## config.mk

```make
export PLATFORM = sky130hd
export DESIGN_NAME = pipelined_adder_sub
export DESIGN_NICKNAME = d
export VERILOG_FILES = /design/src/rtl/pipelined_adder_sub.sv
export SDC_FILE = /design/constraint.sdc
export NUM_CORES = 1
export LEC_CHECK = 0
export ABC_AREA = 1
export BUFFER_PORTS_ARGS = -buffer_cell sky130_fd_sc_hd__buf_2
export CELL_PAD_IN_SITES_DETAIL_PLACEMENT = 1
export CELL_PAD_IN_SITES_GLOBAL_PLACEMENT = 2
export CORE_UTILIZATION = 32
export DETAILED_ROUTE_END_ITERATION = 12
export PLACE_DENSITY = 0.75
export SYNTH_ARGS = -nofsm -noshare
export SYNTH_HDL_FRONTEND = slang
export SYNTH_SLANG_ARGS = --single-unit
```

## constraint.sdc

```tcl
create_clock -name clk -period 2.5 [get_ports clk]
set_input_delay 0.125 -clock clk [delete_from_list [all_inputs] [get_ports clk]]
set_output_delay 0.125 -clock clk [all_outputs]
set_load 0.005 [all_outputs]
```

## src/rtl/pipelined_adder_sub.sv

```systemverilog
// WIDTH-bit adder/subtractor with the carry chain split over STAGES registered chunks.
// Valid/ready stream with a single global advance enable and backpressure.
module pipelined_adder_sub #(
  parameter int WIDTH  = 16,
  parameter int STAGES = 4
) (
  input  logic             clk,
  input  logic             rst,
  input  logic             in_valid,
  output logic             in_ready,
  input  logic [WIDTH-1:0] a,
  input  logic [WIDTH-1:0] b,
  input  logic             c_in,
  input  logic             sub,
  output logic             out_valid,
  input  logic             out_ready,
  output logic [WIDTH-1:0] sum,
  output logic             c_out,
  output logic             ovf
);

  if (STAGES < 1 || WIDTH % STAGES != 0) begin : g_bad
    $error("WIDTH must be a non-zero multiple of STAGES");
  end

  localparam int CW = WIDTH / (STAGES < 1 ? 1 : STAGES);
  localparam logic [WIDTH-1:0] MSK = WIDTH'({CW{1'b1}});

  logic             en;
  logic [WIDTH-1:0] b_eff;
  logic             cin_eff;

  logic             v_q [STAGES];
  logic [WIDTH-1:0] a_q [STAGES];
  logic [WIDTH-1:0] b_q [STAGES];
  logic [WIDTH-1:0] s_q [STAGES];
  logic             c_q [STAGES];
  logic             o_q;

  logic             av [STAGES];
  logic [WIDTH-1:0] aa [STAGES];
  logic [WIDTH-1:0] ab [STAGES];
  logic [WIDTH-1:0] si [STAGES];
  logic             ac [STAGES];
  logic [WIDTH-1:0] ns [STAGES];
  logic             nc [STAGES];
  logic             cm;

  assign b_eff   = sub ? ~b : b;
  assign cin_eff = sub ? ~c_in : c_in;

  genvar k;
  for (k = 0; k < STAGES; k++) begin : g_st
    logic [CW:0]      t;
    logic [WIDTH-1:0] m;
    logic [WIDTH-1:0] ch;

    if (k == 0) begin : g_in
      assign av[k] = in_valid;
      assign aa[k] = a;
      assign ab[k] = b_eff;
      assign si[k] = '0;
      assign ac[k] = cin_eff;
    end else begin : g_fwd
      assign av[k] = v_q[k-1];
      assign aa[k] = a_q[k-1];
      assign ab[k] = b_q[k-1];
      assign si[k] = s_q[k-1];
      assign ac[k] = c_q[k-1];
    end

    assign t = {1'b0, aa[k][k*CW +: CW]}
             + {1'b0, ab[k][k*CW +: CW]}
             + {{CW{1'b0}}, ac[k]};
    assign m  = MSK << (k * CW);
    assign ch = WIDTH'(t[CW-1:0]) << (k * CW);
    // merge this chunk's sum into the de-skewed lower result
    assign ns[k] = (si[k] & ~m) | ch;
    assign nc[k] = t[CW];
  end

  // carry into the MSB recovered from the MSB sum bit
  assign cm = aa[STAGES-1][WIDTH-1]
            ^ ab[STAGES-1][WIDTH-1]
            ^ ns[STAGES-1][WIDTH-1];

  always_ff @(posedge clk or posedge rst) begin
    if (rst) begin
      for (int i = 0; i < STAGES; i++) begin
        v_q[i] <= 1'b0;
        a_q[i] <= '0;
        b_q[i] <= '0;
        s_q[i] <= '0;
        c_q[i] <= 1'b0;
      end
      o_q <= 1'b0;
    end else if (en) begin
      for (int i = 0; i < STAGES; i++) begin
        v_q[i] <= av[i];
        a_q[i] <= aa[i];
        b_q[i] <= ab[i];
        s_q[i] <= ns[i];
        c_q[i] <= nc[i];
      end
      o_q <= cm ^ nc[STAGES-1];
    end
  end

  assign out_valid = v_q[STAGES-1];
  assign sum       = s_q[STAGES-1];
  assign c_out     = c_q[STAGES-1];
  assign ovf       = o_q;
  assign en        = !out_valid || out_ready;
  assign in_ready  = en;

endmodule

```

* Yosys cells after proc, flatten, opt, wreduce, memory -nomap -nowiden
Cells that the tools add are included.
Word-level totals: flip-flop bits (word level) 145, input port bits 38, output and inout port bits 20, logic and storage cells 39
Operators by class: $add $sub $neg 8, muxes and demuxes 2, bitwise operators 8, reductions and logical operators 2
Operator list (number):
- 4-bit by 4-bit adder with 5-bit output | 4
- 5-bit by 1-bit adder with 5-bit output | 4
- 16-bit two-way mux | 1
- 16-bit inverter | 1
- 12-bit by 16-bit bitwise OR with 16-bit output | 1
- 8-bit by 12-bit bitwise OR with 12-bit output | 1
- 4-bit by 8-bit bitwise OR with 8-bit output | 1
- 1-bit bitwise XOR | 3
- 1-bit zero test | 1
- 1-bit logical OR | 1
- 1-bit two-way mux | 1
- 1-bit inverter | 1

* Logic depth before layout (Yosys ltp)
word-level depth 5, gate-level depth with buffers 10, depth with buffers taken out 10

* Worst setup path before layout
Ideal clock, no wire load.
path type in2reg, from in sub, to reg c_q (netlist bit ac[2]), setup time 0.126 ns, arrival 1.698 ns, data required time 2.374 ns, setup slack 0.676 ns, stages on the path 9, cells stage by stage buf_4 buf_8 xor2_1 fa_1 fa_1 nand2_1 inv_1 o21ai_0 a21oi_1
On the way: word-level cells in the longest chain between the ends 3, elaborated cells between the ends (all ways) 4
Ends and longest elaborated chain:
- start: declaration | RTL line 14 | input logic sub,
- 16-bit two-way mux | RTL line 49 | assign b_eff = sub ? ~b : b;
- 4-bit by 4-bit adder with 5-bit output | RTL line 73 | + {1'b0, ab[k][k*CW +: CW]}
- 5-bit by 1-bit adder with 5-bit output (*) | RTL line 74 | + {{CW{1'b0}}, ac[k]};
- end signal: indexed assignment | RTL line 103 | c_q[i] <= nc[i];
- end: declaration | RTL line 37 | logic c_q [STAGES];
Mark *: on every way between the ends. The rest lies on a longest branch, timed or not. A chain may end at the register's enable or synchronous reset.

* Worst setup path after layout
from reg v_q (netlist bit out_valid), to out in_ready
On the way: word-level cells in the longest chain between the ends 2
Ends and longest elaborated chain:
- start: declaration | RTL line 33 | logic v_q [STAGES];
- start signal: indexed assignment | RTL line 99 | v_q[i] <= av[i];
- 1-bit zero test | RTL line 113 | assign en = !out_valid || out_ready;
- 1-bit logical OR | RTL line 113
- end: declaration | RTL line 10 | output logic in_ready,
Every way passes these cells.

==> metrics.cfg <==
[outcome]
run_status=complete, no violations

[critical_path]
critPathMaxStageDelay_ns=0.40
slowest_stage=sky130_fd_sc_hd__dfrtp_1
worst-endpoint-arrival_ns=1.65
criticalPathCategory=reg -> out
critical_path.max_fanout=68
worst_setup_path_start_kind=flip-flop
worst_setup_path_end_kind=primary output
cp_cell_sequence=inv_1 -> nor2_4 -> inv_2 -> buf_12 -> buf_2
timing.critical_path.required_ns=2.38

[route]
dr.pass1.iters=4
vias_per_cell=4.453
routed_wirelength_mm=9.462
drc=0
routed_wire_length_per_instance_um=13.22
route.vias.total=3188
first_iter_violations=104
detail-route-antenna-nets=0

[power]
design_power_total_w=0.006290
power.sequential.fraction_pct=41.8
power-per-cell-area_nw_per_um2=1204
p_clk_share_pct=23.7
comb_power_share_pct=34.5
total_leakage_power_nw=2.650
vdd.ir_drop.worst_mv=0.5852
switching_fraction_of_total_power_pct=35.73
power_report.internal_total_w=0.004043
power_switching_w=0.002247

[timing]
final.period_utilization_pct=70.93
finalHoldViolations=0
rsz_0062_raised_after_global_routing=no
fmax_ghz=0.5640
min_clock_period_post_route_ns=1.773
total_negative_slack_ns=0
maxSlewHeadroom_pct=51.87
setup-violations-final=0
tightestPinTransition_ns=0.7204
drv_slew=0
hold_slack_ns=0.01251
skew_ns=0.005780

[min_path]
holdCritPathClass=in -> reg

[cts]
tritoncts_clock_tree=done
cts_root_buf=sky130_fd_sc_hd__clkbuf_16
cts.reportedPaths.clkPinSlew_ns=0.06
cts.sinks=97
max-clock-path-buffers=2
cts_post_setup_buffers_inserted=0
postCtsResizedCells=0
ctsHtreeMaxLevel=3
cts_hold_buf=10
numCtsBuffers=9
worst_skew_pair.late_latency_ns=0.35

[global_routing]
grt_start_max_net_pins=113
antenna_violations_before_repair=0
global_route.overflow_total=0
grt_util_overall_pct=14.93
via_count_of_the_first_global_routing_pass=3373
grt_first_pass_wirelength_mm=16.53

[floorplanning]
design.core.area_um2=13240
floorplan.die.width_um=118.6
die_height_um=118.6
initial_utilization_pct=32.83
design.die.area_um2=14060
rows=42
pin_count=58

[run]
cap_viol_max_count=0

[logic_synthesis]
synth-warning-count=0
synth_seq_cells=97
synth_sequential_area_ratio_pct=55.83
synthesis.area_per_instance_um2=9.173
netlist_area_um2=4348
syn_nets=532
synthCells=474
synth_cell_types=22

[placement]
gpl.final_weighted_congestion=0.7698
buffer_ports.inserted=57
dpl.hpwl_mm=6.413

[final_layout]
final_net_count=593
final_core_utilization_pct=39.46
area.growth.synth_to_final_pct=20.17
insertedDiodeCount=0
post_route_cells_drive_above_1_share_pct=15.56
final.fill_count=1581

[worst paths after layout]
check	startpoint	end	slack (ns)	cells past startpoint
hold reg to reg	ab[31]$_DFFE_PP0P_	ab[15]$_DFFE_PP0P_	0.48	2
max in group asynchronous	rst	ab[29]$_DFFE_PP0P_	1.43	4
setup reg to reg	a_q[52]$_DFFE_PP0P_	ac[1]$_DFFE_PP0P_	0.73	6
setup / recovery	out_valid$_DFFE_PP0P_	in_ready	0.73	5
min in group asynchronous	rst	sum[10]$_DFFE_PP0P_	0.45	3
hold / removal	a[4]	a_q[52]$_DFFE_PP0P_	0.01	3
[cell families (layout without fill, tap and decap cells)]
kind of cell	Yosys count	in the layout	synth area share [%]
buffers and inverters	59	125	6.446
adder cells (fa/ha/maj)	20	20	7.137
flip-flops	97	97	55.83
AND/OR/NAND/NOR	214	214	19.34
XOR/XNOR	17	17	3.424
AO/OA/AOI/OAI	67	67	7.828
[state kept, by name, summed over array words and instances (netlist names)]
name and cells:
ovf 1, c_out 1, ac 3, av 3, a_q 24, out_valid 1
sum 16, ab 24, s_q 24
[worst max-delay path: cells and delay by family, from the launching register on]
family | cells | cell delay (ns)
and+or+nand+nor | 1 | 0.05
buffers and inverters | 4 | 0.80
DFF | 1 | 0.40
[synth_stat cells (all sizes together)]
master	instances	area, um2
a22oi	1	7.510
fa	8	160.2
xor2	5	43.79
nor2	14	60.06
buf	21	137.6
or2	4	25.02
xnor2	12	105.1
clkbuf	1	3.750
o21ai	61	305.3
inv	37	138.9
nand3	13	65.06
ha	12	150.1
nand2	182	683.2
dfrtp	97	2427
a21oi	4	20.02
nand3b	1	7.510
o31ai	1	7.510
[power groups by stage]
stage | clock, W | combinational (W) | sequential, W
after floorplan | 0 | 0.00158 | 0.00258
after global placement | 0 | 0.00212 | 0.00265
after detailed placement | 0 | 0.00221 | 0.00267
after CTS | 0.00155 | 0.00224 | 0.00264
after global routing | 0.00161 | 0.00258 | 0.00273
final | 0.00149 | 0.00217 | 0.00263
[metal layers]
| metal | wire, um | part of all wire [%] | track usage (%) |
|---|---|---|---|
| met5 | 0 | 0 | 0 |
| met4 | 198 | 2.1 | 6.962 |
| met3 | 305 | 3.2 | 3.475 |
| met2 | 4273 | 45 | 22.92 |
| met1 | 4684 | 50 | 19.89 |
[area by class of cell]
| type | count | area (um2) | share of cell area, % |
|---|---|---|---|
| Sequential cell | 97 | 2427 | 46.46 |
| Tap cell | 176 | 220.2 | 4.215 |
| Multi-Input combinational cell | 318 | 1640 | 31.39 |
| Clock inverter | 5 | 78.83 | 1.509 |
| Clock buffer | 11 | 242.7 | 4.646 |
| Inverter | 37 | 142.6 | 2.730 |
| Timing Repair Buffer | 72 | 473.0 | 9.052 |
[cells in the final DEF, fill, tap and decap left out, drive strengths merged, types with 2 or more instances in the layout]
| master | Yosys | final |
|---|---|---|
| or2 | 4 | 4 |
| xor2 | 5 | 5 |
| dfrtp | 97 | 97 |
| inv | 37 | 36 |
| o21ai | 61 | 61 |
| xnor2 | 12 | 12 |
| nand2 | 182 | 182 |
| nand3 | 13 | 13 |
| fa | 8 | 8 |
| clkinv | 0 | 3 |
| nor2 | 14 | 14 |
| dlygate4sd3 | 0 | 10 |
| bufinv | 0 | 2 |
| a21oi | 4 | 4 |
| clkbuf | 1 | 11 |
| buf | 21 | 62 |
| ha | 12 | 12 |
[through the flow]
step / setup WS [ns] / area, um2 / instances
floorplan: 0.6761 / 4352 / 474
CTS: 0.6942 / 5225 / 716
global placement: 0.7553 / 4803 / 690
detailed placement: 0.6938 / 4803 / 690
global route: 0.5990 / 5225 / 716
finish: 0.7268 / 5225 / 716
(Power assumes the default switching activity.)
